$ cat src/rtl/freq_meter_pkg.sv
// freq_meter_pkg: shared state encoding and default widths for the frequency meter
package freq_meter_pkg;
  localparam int GATE_W_DEF = 27;
  localparam int CNT_W_DEF  = 32;
  typedef enum logic [1:0] {
    ST_IDLE = 2'd0,
    ST_MEAS = 2'd1,
    ST_DONE = 2'd2
  } state_e;
endpackage

$ cat src/rtl/edge_sync.sv
// edge_sync: 2-FF synchronizer plus one-cycle rising-edge detector
module edge_sync (
  input  logic clk,
  input  logic rst_n,
  input  logic d,
  output logic rise
);
  logic [2:0] s_q;
  // shift the async input through two sync stages and one history stage
  always_ff @(posedge clk or negedge rst_n)
    if (!rst_n) s_q <= 3'b000;
    else        s_q <= {s_q[1:0], d};
  assign rise = s_q[1] & ~s_q[2];
endmodule

$ cat src/rtl/freq_meter.sv
// freq_meter: counts rising edges of an async signal over a programmable gate window
module freq_meter
  import freq_meter_pkg::*;
#(
  parameter int GATE_W = GATE_W_DEF,
  parameter int CNT_W  = CNT_W_DEF
) (
  input  logic              clk,
  input  logic              rst_n,
  input  logic              start,
  input  logic              cont,
  input  logic [GATE_W-1:0] gate_len,
  input  logic              sig_in,
  output logic              busy,
  output logic              done,
  output logic [CNT_W-1:0]  edge_count,
  output logic              overflow
);
  state_e             state_q, state_d;
  logic [GATE_W-1:0]  gate_q, gate_d, win_q, win_d;
  logic [CNT_W-1:0]   acc_q, acc_d, cnt_q, cnt_d;
  logic               sat_q, sat_d, ovf_q, ovf_d;
  logic               rise;

  edge_sync u_sync (
    .clk  (clk),
    .rst_n(rst_n),
    .d    (sig_in),
    .rise (rise)
  );

  // state, window, accumulator and result registers
  always_ff @(posedge clk or negedge rst_n)
    if (!rst_n) begin
      state_q <= ST_IDLE;
      gate_q  <= '0;
      win_q   <= '0;
      acc_q   <= '0;
      sat_q   <= 1'b0;
      cnt_q   <= '0;
      ovf_q   <= 1'b0;
    end else begin
      state_q <= state_d;
      gate_q  <= gate_d;
      win_q   <= win_d;
      acc_q   <= acc_d;
      sat_q   <= sat_d;
      cnt_q   <= cnt_d;
      ovf_q   <= ovf_d;
    end

  // next state; the result is loaded on entry to DONE so it is valid while done is high
  always_comb begin
    state_d = state_q;
    gate_d  = gate_q;
    win_d   = win_q;
    acc_d   = acc_q;
    sat_d   = sat_q;
    cnt_d   = cnt_q;
    ovf_d   = ovf_q;
    case (state_q)
      ST_IDLE:
        if (start) begin
          gate_d  = gate_len;
          win_d   = '0;
          acc_d   = '0;
          sat_d   = 1'b0;
          state_d = (gate_len == '0) ? ST_DONE : ST_MEAS;
          if (gate_len == '0) begin
            cnt_d = '0;
            ovf_d = 1'b0;
          end
        end
      ST_MEAS: begin
        win_d = win_q + GATE_W'(1);
        if (rise) begin
          if (&acc_q) sat_d = 1'b1;
          else        acc_d = acc_q + CNT_W'(1);
        end
        if (win_q == gate_q - GATE_W'(1)) begin
          state_d = ST_DONE;
          cnt_d   = acc_d;
          ovf_d   = sat_d;
        end
      end
      ST_DONE: begin
        win_d   = '0;
        acc_d   = '0;
        sat_d   = 1'b0;
        state_d = cont ? ST_MEAS : ST_IDLE;
      end
      default: state_d = ST_IDLE;
    endcase
  end

  assign busy       = state_q != ST_IDLE;
  assign done       = state_q == ST_DONE;
  assign edge_count = cnt_q;
  assign overflow   = ovf_q;
endmodule
$ cat config.mk
export PLATFORM = sky130hd
export DESIGN_NAME = freq_meter
export DESIGN_NICKNAME = d
export VERILOG_FILES = /design/src/rtl/freq_meter_pkg.sv /design/src/rtl/edge_sync.sv /design/src/rtl/freq_meter.sv
export SDC_FILE = /design/constraint.sdc
export NUM_CORES = 1
export LEC_CHECK = 0
export ABC_AREA = 1
export CORE_MARGIN = 2
export CORE_UTILIZATION = 55
export CTS_CLUSTER_SIZE = 40
export DETAILED_ROUTE_END_ITERATION = 16
export PLACE_DENSITY = 0.74
export SYNTH_ARGS = -nofsm -noshare
export SYNTH_HDL_FRONTEND = slang
export SYNTH_SLANG_ARGS = --single-unit
$ cat constraint.sdc
create_clock -name clk -period 3.8 [get_ports clk]
set_input_delay 0.38 -clock clk [delete_from_list [all_inputs] [get_ports clk]]
set_output_delay 0.38 -clock clk [all_outputs]
set_load 0.005 [all_outputs]
# == Word-level counts from Yosys, hierarchy flattened ==
# Index checks and enable logic that the tools add are counted.
# classes
addsub,3
eq_ne,6
mux,23
bitwise_logic,2
n_reduce_logical,10
# op_table
operator,count
$mux W32,6
$pmux W32 S3,1
$pmux W27 S3,1
$pmux W32 S2,1
$add A32 B1 Y32 const B,1
$reduce_and A32 Y1,1
$add A27 B1 Y27 const B,1
$eq A27 B27 Y1,1
$logic_not A27 Y1,1
$mux W27,1
$sub A27 B1 Y27 const B,1
$mux W1,7
$mux W2,3
$ne A2 B2 Y1 const B,3
$pmux W2 S3,1
$reduce_and A2 Y1,3
$reduce_and A4 Y1,1
$reduce_bool A2 Y1,2
$pmux W1 S3,1
$reduce_bool A3 Y1,1
$eq A2 B1 Y1 const B,1
$eq A2 B2 Y1 const B,1
$logic_not A2 Y1,1
$pmux W1 S2,1
2 further kinds,2
# totals
register_bits,125
input_bits,32
out_inout_bits,35
wordCells,52

# == Logic depth before layout (Yosys ltp) ==
# Gate-level depths: netlist of the first run.
# logic_depth
word_depth,5
ltp_mapped,18
ltp_nobuf,17

# == Cells and area by module ==
# Synthesis of the first run repeated with hierarchy kept, for this count alone.
# hier_totals
cells_unflattened,1110
hier_area_um2,7920.1
# by_module_without_submodules
module,instances,cells_each,area_per_inst_um2,seq_area_each_um2
freq_meter,1,1105,7835.0,3052.9
edge_sync,1,5,85.1,75.1

# == Worst setup path after synthesis of the first run ==
# OpenSTA, ideal clock, no wires.
# synth_path
path_kind,flip-flop to flip-flop
from,reg gate_q[0]
to,reg cnt_q[18] (netlist: edge_count[18])
setup_time_ps,118
t_arrival_ps,1999
required_time_ps,3682
slack_ps,1683
path_stages_with_launch,17
path_buffers,1
period_less_slack_ps,2117
cell_sequence,dfrtp_1 -> inv_2 -> ha_1 -> nand2_2 -> nor2_4 -> nand2_1 -> xor2_1 -> nand2_1 -> nor2_1 -> nand2_1 -> nor2_1 -> nand3_2 -> nand2_4 -> nand3_4 -> buf_6 -> nand2_1 -> nand2_1
# synth_between
elab_chain_len,4
# synth_lines
element,line_no,source
from (decl),freq_meter.sv:20,"logic [GATE_W-1:0] gate_q, gate_d, win_q, win_d;"
from (signal assigned),freq_meter.sv:44,gate_q <= gate_d;
$sub A27 B1 Y27,freq_meter.sv:80,if (win_q == gate_q - GATE_W'(1)) begin
$eq A27 B27 Y1,freq_meter.sv:80,
$ne A2 B2 Y1 (no line),n/a,
$reduce_and A4 Y1 (no line),n/a,
to (signal assigned),freq_meter.sv:48,cnt_q <= cnt_d;
to (decl),freq_meter.sv:21,"logic [CNT_W-1:0] acc_q, acc_d, cnt_q, cnt_d;"
# Every way passes these cells.
# A chain may end at the register's enable or synchronous reset.

# == Worst setup path after layout of the first run ==
# layout_path
from,reg acc_q[1]
to,reg cnt_q[29] (netlist: edge_count[29])
# layout_between
elab_chain_len,5
word_cells_on_any_way,6
classes_between,add/sub (1); mux (4); reduce/logical (1)
# layout_lines
element,line_no,source
from (decl),freq_meter.sv:21,
from (signal assigned),freq_meter.sv:38,acc_q <= '0;
from (signal assigned),freq_meter.sv:46,acc_q <= acc_d;
$add A32 B1 Y32 / $reduce_and A32 Y1 (equally long branches),"freq_meter.sv:78, freq_meter.sv:77",
$mux W32 (*),freq_meter.sv:77,if (&acc_q) sat_d = 1'b1;
$mux W32 (*),freq_meter.sv:76,if (rise) begin
$mux W32 (*),freq_meter.sv:80,
$pmux W32 S2 (*),freq_meter.sv:61,case (state_q)
# Mark *: on every way between the ends. The rest lies on a longest branch, timed or not. The select of a mux whose other input is x is not followed.

==> results of run 1 <==
## cell usage in the layout, fill, tap and decap left out, types with 5 or more instances in the layout
cell             instances
xnor2_1                 14
a21oi_1                 15
clkdlybuf4s50_1         65
mux2_2                   8
nand3_1                 62
clkbuf_16               17
nor2_1                 104
nand4_1                 55
nor2_2                   5
nor2_4                   6
dfrtp_1                125
xor2_1                  48
nor4_1                   6
inv_1                  126
nand2_1                249
o22ai_1                 25
nor3_1                  22
buf_4                   10
o32ai_1                  5
o21ai_0                 75
## flip-flops by register name, summed over array words and instances (netlist names)
| name | flops |
|---|---|
| acc_q | 32 |
| u_sync.s_q | 3 |
| gate_q | 27 |
| overflow | 1 |
| state_q | 2 |
| sat_q | 1 |
| win_q | 27 |
| edge_count | 32 |
## worst max path at each step
stage | endpoint | slack (ns) | depth (start not counted)
floorplan | edge_count[18] | 1.68 | 16
global placement | edge_count[26] | 1.05 | 11
detailed placement | edge_count[20] | 1.06 | 11
CTS | edge_count[26] | 1.10 | 15
global route | edge_count[21] | 0.80 | 15
finish | edge_count[29] | 1.06 | 11
## layer usage
layer / share of wire [%] / vias to the layer above / global-route usage, %
li1: - / 3505 / -
met1: 48 / 3376 / 43.4
met2: 43 / 262 / 40.1
met3: 8.0 / 21 / 6.93
met4: 1.1 / 0 / 6.82
met5: 0 / - / 0
## kinds of logic (layout without fill, tap and decap cells)
group	Yosys count	in the layout	share of synthesized area [%]
and+or+nand+nor	531	531	31.5
buffers and inverters	167	236	8.74
AOI/OAI and AO/OA	133	133	9.63
DFF	125	125	40.8
xor gates and xnor gates	64	64	7.66
muxes	8	8	1.17
adders and majority gates	3	3	0.489
## through the flow
step	power (mW)	hold WS (ns)	cell area, sq um	cells
2_1_floorplan	3.56	0.0844	7670	1031
3_3_place_gp	4.09	0.342	8450	1249
3_5_place_dp	4.13	0.344	8450	1249
4_1_cts	5.74	0.124	9020	1280
5_1_grt	6.14	0.167	9020	1280
6_report	5.75	0.0767	9020	1280
## area by class of cell
| class | count | area share, % |
|---|---|---|
| timing repair buffer | 75 | 8.04 |
| tap | 180 | 2.50 |
| inverter | 130 | 5.41 |
| sequential | 125 | 34.7 |
| clock buffer | 21 | 5.10 |
| clock inverter | 10 | 1.28 |
| multi-input combinational | 739 | 43.0 |
## power by group through the flow
stage          clock, mW  sequential [mW]  combinational [mW]
6_report            1.60             1.98                2.18
5_1_grt             1.68             2.02                2.44
4_1_cts             1.61             1.97                2.16
3_5_place_dp           0             1.98                2.14
3_3_place_gp           0             1.99                2.11
2_1_floorplan          0             1.90                1.66
==> impl_metrics.toml, run 1 <==
[cells_and_area]
post-route-util_pct = 65.5
seqCellArea_sq_um = 3130
drive_above_1_share_pct = 6.82
num_antenna_cells = 0
nets = 1123
multi_input_area_sq_um = 3880
fillers = 1241
area_growth_pct = 17.6

[run]
cap_viol_max_count = 0

[global_routing]
gr-total-overflow = 0
antenna_found_initial = 0
grt_pass1_wl_um = 33100
grt_max_degree = 72
grt_pass1_vias = 6559
track_usage_pct = 28.3

[pwr]
power.density_nw_per_um2 = 637
power.share.combinational_pct = 37.9
internal_power_mw = 3.38
peakVddDrop_uv = 465
pwr-share-seq_pct = 34.3
p_leak_nw = 4.11
switching_share_pct = 41.2
p_clk_share_pct = 27.8
p_switching_mw = 2.37

[placement]
pre_cts_slack_ns = 1.06
dp_hpwl_um = 14200
gp_congestion = 0.970
portBuffers = 66

[cts]
cts_buffer_depth = 2
cts_hold_buffers = 0
cts_htree_levels = 4
cts_root_buf = "clkbuf_16"
postCtsSetupBuffers = 0
numCtsBuffers = 17
cts_tree = "built"
clk_pin_slew_worst_paths_ns = 0.06
cts.sinks = 125
clock_latency_ns = 0.42
cts_resized = 0

[drt]
drtIter0Drc = 642
routed_wirelength_um = 20000
drc_errors = 0
drt-vias-per-instance = 5.60
num_vias = 7164
postRouteAntennaNets = 0
drtPass1Iterations = 5
wl_per_cell_um = 15.6

[synthesis]
netlist_top_cells_count = "nand2_1, inv_1, dfrtp_1, nor2_1, o21ai_0"
avgSynthCellArea_sq_um = 7.44
yosysMostFrequentCell = "nand2_1"
yosysWarnings = 0
syn_inst = 1031
syn_area_sq_um = 7670
yosysUniqueCellTypes = 42
yosysTopAreaCellShare_pct = 40.8
yosysTopAreaCell = "dfrtp_1"
syn-num-nets = 1066
ys.flop_type = "dfrtp_1"
synth_area_leaders = "dfrtp_1, nand2_1, inv_1"
yosysSeqAreaShare_pct = 40.8
synth_edf_count = 0
synthArstFlopShare_pct = 100
ys_ff_latch = 125

[floorplan]
rows = 43
die_h_um = 122
ios = 67
core-area_sq_um = 13800
die_w_um = 122
die_area_sq_um = 14900
initial_core_util_pct = 55.7

[sta]
fmax_mhz = 365
fin_crit_sh_pct = 72.0
hold_violations = 0
fin_crit_ns = 2.74
clock_skew_ns = 0.00694
finalMaxSlewViolations = 0
timing.final.ws_setup_ns = 1.06
rsz0062_at_grt = "no"
setup_viol = 0
setup_tns_ns = 0
worst_slew_pin_slew_ns = 0.948
maxSlewHeadroom_pct = 36.8

[setup_path]
worst_ep_required_time_ns = 4.16
start_kind = "flop"
crit_buf_inv = 0
rr_endpoint = "edge_count[29]"
r2r-start = "acc_q[1]"
path_delay_family = "simple AND/OR/NAND/NOR gates"
critPathArrivalTime_ns = 3.09
reg2reg_slack_ns = 1.06
worst-setup-path-type = "flop to flop"
cp_slowest_cell = "dfrtp_1"
cp-startpoint = "acc_q[1]"
crit_path_end_kind = "flop"
critPathMaxStageDelay_ns = 0.41
cp_max_fo = 28
rr_worst_depth = 11
crit_chain = "ha_1, nand2_1, nor2_1, nand2_1, nor2_1, nand2_2, nand3_1, o21ai_0, nor2_1, nand4_1, nand2_1"

[run_status]
outcome = "complete, no violations"

[hold_path]
hold_class = "primary input to async pin"
Note: power is estimated with default switching activity, not from simulation.
==> run 2: changes to the inputs <==
==> constraint.sdc (replaced) <==
create_clock -name clk -period 2.7 [get_ports clk]
set_input_delay 0.27 -clock clk [delete_from_list [all_inputs] [get_ports clk]]
set_output_delay 0.27 -clock clk [all_outputs]
set_load 0.005 [all_outputs]
==> run 2 against run 1 <==
  * Clock skew increased by 0.0015 ns
  * Utilization increased by 1.8 points
  * Routed wire length increased by 1.5%
  * Largest cell class unchanged
==> impl_metrics.toml, run 2 (same netlist as run 1, synthesis figures left out) <==
[global_routing]
grt_max_degree = 54
grt_pass1_wl_um = 33100
antenna_found_initial = 0
track_usage_pct = 28.4
grt_pass1_vias = 6473
gr-total-overflow = 0

[drt]
drtPass1Iterations = 5
met2_length_um = 8740
drt-vias-per-instance = 5.50
route.met3.wl_um = 1450
num_vias = 7155
drtIter0Drc = 726
drc_errors = 0
wl_per_cell_um = 15.6
routed_wirelength_um = 20300
wl_met1_um = 9920
top_layer = "met4"
postRouteAntennaNets = 0

[floorplan]
initial_core_util_pct = 55.7
core-area_sq_um = 13800
rows = 43
die_w_um = 122
die_area_sq_um = 14900
die_h_um = 122
ios = 67

[placement]
dp_hpwl_um = 14400
gp_congestion = 0.974
portBuffers = 66

[setup_path]
crit_top_cell = "nand2_1"
worst_ep_required_time_ns = 3.05
crit_chain = "inv_2, ha_2, nand2_2, nor2_4, nand3_1, nor2_1, nand2_1, a21oi_1, nand2_1, nor2_2, nand3_2, nand2_4, buf_4, nand4_1, nand2_1"
start_kind = "flop"
path_delay_family = "simple AND/OR/NAND/NOR gates"
critPathMaxStageDelay_ns = 0.41
worst-setup-path-type = "flop to flop"
critPathArrivalTime_ns = 2.83
cp_max_fo = 13
cp_slowest_cell = "dfrtp_1"
crit_buf_inv = 2
crit_path_end_kind = "flop"

[run]
cap_viol_max_count = 0

[cells_and_area]
drive_above_1_share_pct = 8.57
nets = 1142
num_antenna_cells = 0
mostFrequentLayoutCell = "nand2_1"
final_cell_mix = "nand2_1, inv_1, dfrtp_1"
area_growth_pct = 20.9

[cts]
cts_buffer_depth = 2
numCtsBuffers = 17
postCtsSetupBuffers = 0
clock_latency_ns = 0.42
cts_tree = "built"
cts_htree_levels = 4
cts_root_buf = "clkbuf_16"
clk_pin_slew_worst_paths_ns = 0.06
cts.sinks = 125

[pwr]
peakVddDrop_uv = 652
power.density_nw_per_um2 = 926
p_leak_nw = 4.23

[run_status]
outcome = "complete, no violations"

[sta]
clock_skew_ns = 0.00844
finalMaxSlewViolations = 0
worst_slew_pin_slew_ns = 0.753
hold_violations = 0
fin_crit_ns = 2.47
maxSlewHeadroom_pct = 49.7
rsz0062_at_grt = "no"
setup_viol = 0
fin_crit_sh_pct = 91.6
setup_tns_ns = 0
whs_ns = 0.284
fmax_mhz = 404

[hold_path]
hold_class = "primary input to flop"
run 2: report_power, final:
part	switching [mW]	internal (mW)	total, mW	leakage [nW]
clock network	0.894	1.67	2.56	0.306
logic	2.07	1.18	3.25	2.27
registers	0.496	2.28	2.77	1.66
run 2: area by class of cell:
type,instances,area (sq um)
Clock buffer,19,443
Clock inverter,13,211
Fill cell,1184,4500
Inverter,130,488
Multi-Input combinational cell,741,3910
Sequential cell,125,3130
Tap cell,180,225
Timing Repair Buffer,92,868
run 2: worst reg2reg max path: stages, from the launching register on:
cell	delay (ns)
dfrtp_1	0.41
inv_2	0.10
ha_2	0.23
nand2_2	0.12
nor2_4	0.16
nand3_1	0.15
nor2_1	0.12
nand2_1	0.05
a21oi_1	0.14
nand2_1	0.07
nor2_2	0.13
nand3_2	0.12
nand2_4	0.14
buf_4	0.21
nand4_1	0.14
nand2_1	0.11
run 2: through the flow:
step / setup slack, ns / util (%) / instance area (sq um) / power [mW] / instances
final: 0.226 / 67.4 / 9280 / 8.59 / 1300
after global routing: 0.00266 / 67.4 / 9280 / 9.13 / 1300
after CTS: 0.0612 / 67.1 / 9250 / 8.50 / 1298
after detailed placement: 0.104 / 62.3 / 8580 / 5.90 / 1265
after global placement: 0.207 / 62.3 / 8580 / 5.84 / 1265
after floorplan: 0.583 / - / 7670 / 5.01 / 1031
run 2: metal layers:
layer  vias up  global-route usage [%]
li1       3547                       -
met4         0                    7.18
met3        18                    5.62
met1      3367                    45.2
met2       223                    39.3
met5         -                       0
run 2: final timing paths:
| path | start | to | slack (ns) | cells past startpoint |
|---|---|---|---|---|
| worst min register to register | u_sync.s_q[0] | u_sync.s_q[1] | 0.37 | 0 |
| min in group asynchronous | rst_n | gate_q[4] | 0.40 | 2 |
| max in group asynchronous | rst_n | edge_count[24] | 1.62 | 3 |
| worst max register to register | gate_q[0] | edge_count[21] | 0.23 | 15 |
| worst max-delay path | gate_q[0] | edge_count[21] | 0.23 | 15 |
| worst min-delay path | sig_in | u_sync.s_q[0] | 0.28 | 1 |
run 2: what timing repair did:
item	in CTS	in global routing
resized for setup	0	2
endpoints found under the setup margin	0	34
hold buffers	1	0
endpoints found under the hold margin	42	0
==> run 3: changes to the inputs <==
--- a/config.mk
+++ b/config.mk
@@ -11,6 +11,7 @@
 export CTS_CLUSTER_SIZE = 40
 export DETAILED_ROUTE_END_ITERATION = 16
 export PLACE_DENSITY = 0.74
+export SLEW_MARGIN = 0
 export SYNTH_ARGS = -nofsm -noshare
 export SYNTH_HDL_FRONTEND = slang
 export SYNTH_SLANG_ARGS = --single-unit
==> results of run 3 <==
The final DEF is identical to that of run 2; final timing and power are the same.
